**src/rtl/ascon_perm_sliced.sv**
```systemverilog
// ---------------------------------------------------------------------------
// ascon_perm_sliced
//   Multi-cycle Ascon permutation core (p^a / p^b) on a 320-bit state.
//   Each round takes three phases: constant addition (1 cycle), a bit-sliced
//   S-box layer handling LANES columns per cycle (64/LANES cycles), and the
//   linear diffusion layer (1 cycle). One round therefore takes 2+64/LANES
//   cycles.
//
// Parameters
//   LANES    S-box columns per cycle: 1,2,4,8,16,32 or 64
//   MAX_RND  round-count ceiling; larger requests are clamped to it
//
// Ports
//   clk        rising-edge clock
//   reset      synchronous, active-high reset (aborts a run, no done)
//   start      run request, sampled only while busy=0
//   rnd[3:0]   number of rounds, latched on an accepted start
//   s_in[319:0]  input state {x0,x1,x2,x3,x4}, x0 = [319:256]
//   abort      (only with ASCON_PERM_ABORT_EN) cancel a run in progress
//   busy       high from the edge after acceptance until done
//   done       one-cycle pulse; s_out is valid from this cycle
//   s_out[319:0] permuted state, held until the next done
//   dbg_state[1:0] FSM state: 0 IDLE, 1 CONST, 2 SBOX, 3 LINEAR
//
// Handshake: a run is accepted on any edge where start=1 and busy=0; the
//   result is announced by a single-cycle done pulse and s_out then stays
//   stable until the following done. start while busy is dropped.
//
// Optional feature macro: ASCON_PERM_ABORT_EN adds the abort input.
// ---------------------------------------------------------------------------
module ascon_perm_sliced #(
  parameter int LANES   = 8,
  parameter int MAX_RND = 12
) (
  input  logic         clk,
  input  logic         reset,
  input  logic         start,
  input  logic [3:0]   rnd,
  input  logic [319:0] s_in,
`ifdef ASCON_PERM_ABORT_EN
  input  logic         abort,
`endif
  output logic         busy,
  output logic         done,
  output logic [319:0] s_out,
  output logic [1:0]   dbg_state
);

  generate
    if (LANES != 1 && LANES != 2 && LANES != 4 && LANES != 8 &&
        LANES != 16 && LANES != 32 && LANES != 64) begin : g_bad_lanes
      $error("ascon_perm_sliced: LANES must be one of 1,2,4,8,16,32,64");
    end
  endgenerate

  typedef enum logic [1:0] {
    S_IDLE   = 2'd0,
    S_CONST  = 2'd1,
    S_SBOX   = 2'd2,
    S_LINEAR = 2'd3
  } state_t;

  localparam logic [3:0] MAX_RN   = 4'(MAX_RND);
  localparam logic [5:0] COL_LAST = 6'(64 - LANES);
  localparam logic [5:0] COL_STEP = 6'(LANES);  // 64 wraps to 0: one pass

  localparam logic [4:0] SBOX [32] = '{
    5'h04, 5'h0b, 5'h1f, 5'h14, 5'h1a, 5'h15, 5'h09, 5'h02,
    5'h1b, 5'h05, 5'h08, 5'h12, 5'h1d, 5'h03, 5'h06, 5'h1c,
    5'h1e, 5'h13, 5'h07, 5'h0e, 5'h00, 5'h0d, 5'h11, 5'h18,
    5'h10, 5'h0c, 5'h01, 5'h19, 5'h16, 5'h0a, 5'h0f, 5'h17
  };

  function automatic logic [63:0] ror(input logic [63:0] v, input int n);
    return (v >> n) | (v << (64 - n));
  endfunction

  // r_x[4] is x0 (MSB word of the state), r_x[0] is x4.
  state_t           r_state;
  state_t           w_state_nxt;
  logic [4:0][63:0] r_x;
  logic [3:0]       r_rn;
  logic [3:0]       r_i;
  logic [5:0]       r_col;
  logic             r_busy;
  logic             r_done;
  logic [319:0]     r_s_out;

  logic [3:0]       w_rn_clamped;
  logic [3:0]       w_r;
  logic [7:0]       w_c;
  logic [4:0][63:0] w_sb;
  logic [4:0][63:0] w_lin;
  logic             w_last;
  logic             w_abort;

  assign w_rn_clamped = (rnd > MAX_RN) ? MAX_RN : rnd;
  // Round constant index counts up to 11 on the final round for any rn.
  assign w_r    = 4'd12 - r_rn + r_i;
  assign w_c    = {4'hf - w_r, w_r};
  assign w_last = (r_i == r_rn - 4'd1);

`ifdef ASCON_PERM_ABORT_EN
  assign w_abort = abort && (r_state != S_IDLE);
`else
  assign w_abort = 1'b0;
`endif

  // S-box layer on columns r_col .. r_col+LANES-1; x0 supplies the MSB.
  always_comb begin
    logic [5:0] j;
    logic [4:0] v;
    logic [4:0] o;
    w_sb = r_x;
    j    = '0;
    v    = '0;
    o    = '0;
    for (int k = 0; k < LANES; k++) begin
      j = r_col + 6'(k);
      v = {r_x[4][j], r_x[3][j], r_x[2][j], r_x[1][j], r_x[0][j]};
      o = SBOX[v];
      w_sb[4][j] = o[4];
      w_sb[3][j] = o[3];
      w_sb[2][j] = o[2];
      w_sb[1][j] = o[1];
      w_sb[0][j] = o[0];
    end
  end

  // Linear diffusion layer.
  always_comb begin
    w_lin[4] = r_x[4] ^ ror(r_x[4], 19) ^ ror(r_x[4], 28);
    w_lin[3] = r_x[3] ^ ror(r_x[3], 61) ^ ror(r_x[3], 39);
    w_lin[2] = r_x[2] ^ ror(r_x[2], 1)  ^ ror(r_x[2], 6);
    w_lin[1] = r_x[1] ^ ror(r_x[1], 10) ^ ror(r_x[1], 17);
    w_lin[0] = r_x[0] ^ ror(r_x[0], 7)  ^ ror(r_x[0], 41);
  end

  always_comb begin
    w_state_nxt = r_state;
    case (r_state)
      S_IDLE:   if (start && (rnd != 4'd0)) w_state_nxt = S_CONST;
      S_CONST:  w_state_nxt = S_SBOX;
      S_SBOX:   if (r_col == COL_LAST) w_state_nxt = S_LINEAR;
      S_LINEAR: w_state_nxt = w_last ? S_IDLE : S_CONST;
      default:  w_state_nxt = S_IDLE;
    endcase
    if (w_abort) w_state_nxt = S_IDLE;
  end

  always_ff @(posedge clk) begin
    if (reset) begin
      r_state <= S_IDLE;
      r_x     <= '0;
      r_rn    <= '0;
      r_i     <= '0;
      r_col   <= '0;
      r_busy  <= 1'b0;
      r_done  <= 1'b0;
      r_s_out <= '0;
    end else begin
      r_state <= w_state_nxt;
      r_done  <= 1'b0;
      if (w_abort) begin
        r_busy <= 1'b0;
      end else begin
        case (r_state)
          S_IDLE: begin
            if (start) begin
              if (rnd == 4'd0) begin
                // Zero rounds: identity, answered on the accepting edge.
                r_s_out <= s_in;
                r_done  <= 1'b1;
              end else begin
                r_x    <= s_in;
                r_rn   <= w_rn_clamped;
                r_i    <= '0;
                r_col  <= '0;
                r_busy <= 1'b1;
              end
            end
          end
          S_CONST: r_x[2] <= r_x[2] ^ {56'd0, w_c};
          S_SBOX: begin
            r_x   <= w_sb;
            r_col <= r_col + COL_STEP;
          end
          S_LINEAR: begin
            r_x <= w_lin;
            r_i <= r_i + 4'd1;
            if (w_last) begin
              r_s_out <= w_lin;
              r_done  <= 1'b1;
              r_busy  <= 1'b0;
            end
          end
          default: ;
        endcase
      end
    end
  end

  assign busy      = r_busy;
  assign done      = r_done;
  assign s_out     = r_s_out;
  assign dbg_state = r_state;

endmodule

```
**config.mk**
```make
export PLATFORM = sky130hd
export DESIGN_NAME = ascon_perm_sliced
export DESIGN_NICKNAME = d
export VERILOG_FILES = /design/src/rtl/ascon_perm_sliced.sv
export SDC_FILE = /design/constraint.sdc
export NUM_CORES = 2
export LEC_CHECK = 0
export ABC_AREA = 1
export BUFFER_PORTS_ARGS = -buffer_cell sky130_fd_sc_hd__buf_2
export CORE_MARGIN = 2
export CORE_UTILIZATION = 25
export DETAILED_ROUTE_END_ITERATION = 6
export PLACE_DENSITY = 0.39
export SYNTH_ARGS = -nofsm -noshare
export SYNTH_HDL_FRONTEND = slang
export SYNTH_SLANG_ARGS = --single-unit
```
**constraint.sdc**
```tcl
create_clock -name clk -period 3.85 [get_ports clk]
set_input_delay 0.77 -clock clk [delete_from_list [all_inputs] [get_ports clk]]
set_output_delay 0.77 -clock clk [all_outputs]
set_load 0.01 [all_outputs]
```
---- Word level (Yosys, flattened, before mapping) ----
Memory sizes are Yosys's and may differ from the RTL's.
Index checks and enable logic that the tools add are counted.
operators by class
  reduce and logical (&&, ||, !) cells .... 23
  equality and inequality tests ........... 11
  div/mod/pow operators ................... 0
  magnitude comparators ................... 25
  muxes and demuxes ....................... 180
  $mul .................................... 0
  add/subtract/negate cells ............... 13
  bitwise operators ....................... 30
  shift-type cells ........................ 0
operators by type and width
  kind                  count
  $bwmux W64            40
  $mux W320             5
  $pmux W128 S3         2
  $pmux W320 S2         1
  $xor A64 B64 Y64      10
  $pmux W64 S4          1
  $bmux W1 S6           40
  $mux W5               16
  $or A23 B64 Y64       1
  $or A25 B64 Y64       1
  $or A3 B64 Y64        1
  $or A36 B64 Y64       1
  $or A45 B64 Y64       1
  $or A47 B64 Y64       1
  $or A54 B64 Y64       1
  $or A57 B64 Y64       1
  $or A58 B64 Y64       1
  $or A63 B64 Y64       1
  $xor A64 B8 Y64       1
  $lt A6 B7 Y1 const B  8
  $mux W1               55
  $demux W1 S6          8
  $ge A6 B1 Y1 const B  8
  $ge A6 B6 Y1 const B  8
  other kinds (32)      69
word-level totals
  ROM bits ................................ 1280
  bits in latches ......................... 0
  memory bits (writable) .................. 0
  output and inout bits ................... 324
  register bits after elaboration ......... 658
  memories ................................ 8
memory list
  name             words  width  rd ports  clocked after Yosys merged registers in  wr ports  line  text
  (no name shown)  32     5      1         0                                        0         121   o = SBOX[v];
  (no name shown)  32     5      1         0                                        0         121
  (no name shown)  32     5      1         0                                        0         121
  (no name shown)  32     5      1         0                                        0         121
  (no name shown)  32     5      1         0                                        0         121
  (no name shown)  32     5      1         0                                        0         121
  2 more memories  -      -      -         -                                        -         -

---- Longest topological paths before layout ----
  depth in word-level cells ............... 15
  depth in mapped cells ................... 21
  gate-level depth less buffers ........... 19

---- Worst setup path before layout ----
No wires, ideal clock.
  kind .................................... flip-flop to flip-flop
  from .................................... register r_col[3]
  to ...................................... register r_x[223] in the netlist's numbering
  buffers on the path ..................... 3
  cell stages (with the launch flop) ...... 18
  required time ........................... 3728 ps
  setup time .............................. 122 ps
  slack ................................... 1422 ps
  data arrival time ....................... 2306 ps
  path through ............................ dfxtp_1 > buf_6 > buf_6 > nand3_1 > buf_2 > o22ai_1 > nor2_1 > nand2_1 > inv_1 > ha_1 > inv_1 > nand3_1 > nand2_1 > nand2_1 > nand3_1 > nand3_1 > nand2_1 > a21oi_1
between the ends
  longest elaborated chain between the ends .. 15
ends and longest elaborated chain
  item                                                                line      text
  start: declaration                                                  84        logic [5:0] r_col;
  start signal: assignment                                            186       r_col <= r_col + COL_STEP;
  $add A6 B1 Y6 or $bmux W1 S6 (tied branches)                        119, 120
  $bmux W1 S6 or $mux W1 (tied branches)                              120       v = {r_x[4][j], r_x[3][j], r_x[2][j], r_x[1][j], r_x[0][j]};
  $mux W1 (not written as such) or $not A5 Y6 (tied branches)         120, 121
  $not A5 Y6 (not written as such) or $mem_v2 Z32 W5 (tied branches)  -
  $mem_v2 Z32 W5 or $mux W5 (tied branches)                           -
  $mux W5 (not written as such)                                       121
  $mux W5 (not written as such) or $bwmux W64 (tied branches)         121, 123
  $bwmux W64 (6 in a row)                                             123       w_sb[3][j] = o[3];
  $bwmux W64 (*)                                                      123
  $pmux W128 S3 (*)                                                   167       case (r_state)
  end signal: assignment                                              175       r_x <= s_in;
  end signal: assignment                                              185       r_x <= w_sb;
  end signal: assignment                                              189       r_x <= w_lin;
  end: declaration                                                    81        logic [4:0][63:0] r_x;
Every way passes the cells marked *; elsewhere a longest branch is shown, timed or not. The select of a mux whose other input is x is not followed.
A chain may end at the register's enable or synchronous reset.

---- Worst setup path in the final report ----
  from .................................... register r_col[4]
  to ...................................... register r_x[246] in the netlist's numbering
The elaborated chain is that of the path after synthesis.

==> results by group <==
Outcome
  • Run status: finished clean

Placed design
  • GPL Wtd Cong: 0.940
  • Final HPWL DP: 200000 µm
  • Post-DP Area: ~52000 µm²
  • IO Port Bufs: 650

Global routing
  • Total track usage: 0.273
  • Vias in the first global route: 51700
  • Total grt overflow: 0
  • First-pass GRT wire length: approximately 380000 µm
  • Initial antenna violation count: 23
  • Largest net degree at the start of global routing: ~150

Power and ir drop
  • LEAKAGE: 24.2 nW
  • Maximum vdd drop: 0.406 mV
  • Cell area power density: 946 nW/µm²

Floorplanning
  • Die area: approximately 190000 µm²
  • Core Area: approximately 180000 µm²
  • Die width: between 400 and 500 µm
  • Die H: 435 µm
  • Top Ports: 651
  • Initial Util: 0.251
  • Std cell rows: about 160

Detailed routing
  • DR iter-0 viols: 5035
  • DRC: 0
  • Final WL: approximately 270000 µm
  • WL/cell: 25.0 µm
  • Final ANT Viol Nets: 0
  • Vias: 54700
  • Vias per cell: 5.07
  • DRT Pass-1 Iters: 6

Synth
  • Post-synth EDFFs: 0
  • Syn_nets: 8202
  • FF+latch count, synth: 655
  • Unique masters post-synth: 37
  • Seq/Total Area, Yosys: 0.283
  • Post-synthesis cell count: between 7000 and 8000
  • Syn_area_per_cell: about 5.9 µm²
  • Synthesis Warnings: 0
  • Top cell type by total area after synthesis: dfxtp_1
  • Synthesized area: 46400 µm²
  • Post-synth top flop: dfxtp_1
  • Synth area leaders: dfxtp_1, nand2_1, o21ai_0, nor2_1, a21oi_1
  • Synth async-reset ratio: 0
  • Top cell type's share of synthesized area: 0.283

Worst setup path
  • Worst Setup Start Kind: flip-flop
  • Critical path required time: 4.46 ns
  • Worst r2r src: r_col[4]$_SDFFE_PP0P_
  • Critical Path End Type: flip-flop
  • CP arrival: 4.13 ns
  • Crit path buf inv count: 2
  • Internal reg-to-reg setup slack: 0.33 ns
  • Cell family with most CP delay: simple AND/OR/NAND/NOR gates
  • Critical Path Slowest Stage Cell: buf_4
  • Crit path kind: flip-flop to flip-flop
  • Crit-path max FO: 43
  • Worst path cell trace: buf_12 -> nor2_1 -> nand2_2 -> buf_4 -> o21ai_1 -> nor2_1 -> nand2_2 -> nand2_1 -> nand3_1 -> nand2_1 -> a21oi_1
  • Crit path largest cell delay: about 0.72 ns
  • Crit. Startpoint: r_col[4]$_SDFFE_PP0P_

Timing
  • Worst slew margin: 0.279
  • Fin crit period: approximately 3.5 ns
  • Final period utilization: 0.913
  • Fin Setup TNS: 0 ns
  • Endpoints failing hold: 0
  • Tightest Pin Transition: between 1 and 1.5 ns
  • Max Fclk: between 200 and 300 MHz
  • Final setup violation count: 0
  • Max-slew violation count: 0
  • Final Skew: 0.0404 ns
  • RSZ-0062 raised after global routing: false

Clocking
  • TritonCTS sink count: between 600 and 700
  • Num CTS Buffers: around 90
  • Clock root cell: clkbuf_16
  • Hold buffer count at CTS: 0
  • CTS H-tree depth: 3
  • # Post-CTS Setup Buffers: 0
  • Clock Path Buffers: 3
  • Skew-Pair Late Insertion Delay: approximately 0.76 ns
  • PostCTS Resize Cnt: 0
  • CTS tree: done
  • CTS clk-pin slew, worst paths: 0.06 ns

Worst hold path
  • Hold Path Class: input port to flip-flop
  • Hold Startpoint: rnd[3]

Layout
  • Finished Cell Area: ~56000 µm²
  • Layout cell share with drive strength beyond 1: 0.142
  • Most common cell after layout, fill and taps aside: nand2_1
  • Most frequent cells in the layout: nand2_1, nor2_1, o21ai_0
  • Area delta synth->final: 19.8%
  • Nets: 8604

Flow run
  • Max-cap viol count: 0
## path summary, 6_finish.rpt
check / to / cells past startpoint
setup / recovery: r_x[246]$_SDFFE_PP0P_ / 11
hold / removal: r_rn[3]$_SDFFE_PP0P_ / 3
setup reg to reg: r_x[246]$_SDFFE_PP0P_ / 11
hold reg to reg: s_out[32]$_SDFFE_PP0P_ / 2
## Yosys cell counts, types with 28 or more instances
cell type / count
nand3_1: 288
clkbuf_1: 367
inv_1: 706
ha_1: 43
o21ai_0: 1078
dfxtp_1: 655
or2_2: 136
nor2_1: 1108
buf_1: 28
buf_2: 80
a211oi_1: 86
nand2_1: 1865
o21ai_1: 91
xnor2_1: 323
a21oi_1: 619
o22ai_1: 239
## cells by family (layout without fill, tap and decap cells)
kind of cell,after synthesis,in the layout,share of synthesized area
compound gates,2133,2133,0.242
xor+xnor,328,328,0.0619
fa+ha+maj,44,44,0.0120
buf+inv,1231,1705,0.104
flops,655,655,0.283
other cells,0,8,0
simple gates,3440,3440,0.297
## sequential cells by signal, indices dropped and copies added (netlist names)
signal / cells
dbg_state: 2
r_x: 320
busy: 1
done: 1
s_out: 320
r_i: 4
r_col: 3
r_rn: 4
## power by group
group	internal [W]	leakage, nW	total (W)	switching [W]
Combinational	0.00912	17.2	0.0308	0.0217
Clock	0.00563	1.58	0.00942	0.00379
Sequential	0.00914	5.42	0.0123	0.00320
Total	0.0239	24.2	0.0525	0.0287
## layer usage
layer | wire length (µm) | up-vias | track usage
li1 | - | 26200 | -
met1 | 116000 | 26200 | 0.353
met2 | 124000 | 1967 | 0.448
met3 | 16800 | 394 | 0.0437
met4 | 12000 | 20 | 0.115
met5 | 124 | - | 0
## area by class of cell
cell class,instances,area [µm²]
Sequential cell,655,13100
Clock inverter,34,499
Inverter,733,2790
Antenna cell,8,20.0
Timing Repair Buffer,807,4770
Fill cell,21100,129000
Clock buffer,131,2720
Tap cell,2480,3100
Multi-Input combinational cell,5945,28500
## worst min-delay path, delay by kind of cell
kind / cells / cell delay (ns)
simple gates: 2 / 0.15
buf+inv: 1 / 0.11
## through the flow
step / power, W / setup slack (ns) / util / cells / hold slack [ns]
after CTS: 0.0525 / 0.393 / 0.301 / 10800 / 0.238
final: 0.0525 / 0.333 / 0.301 / 10800 / 0.312
after detailed placement: 0.0429 / 0.419 / 0.283 / 10600 / 0.469
after global placement: 0.0428 / 0.457 / 0.283 / 10600 / 0.460
after floorplan: 0.0297 / 1.42 / - / 7831 / 0.472
after global routing: 0.0560 / 0.150 / 0.301 / 10800 / 0.288
Power figures use the tool's default switching activity.
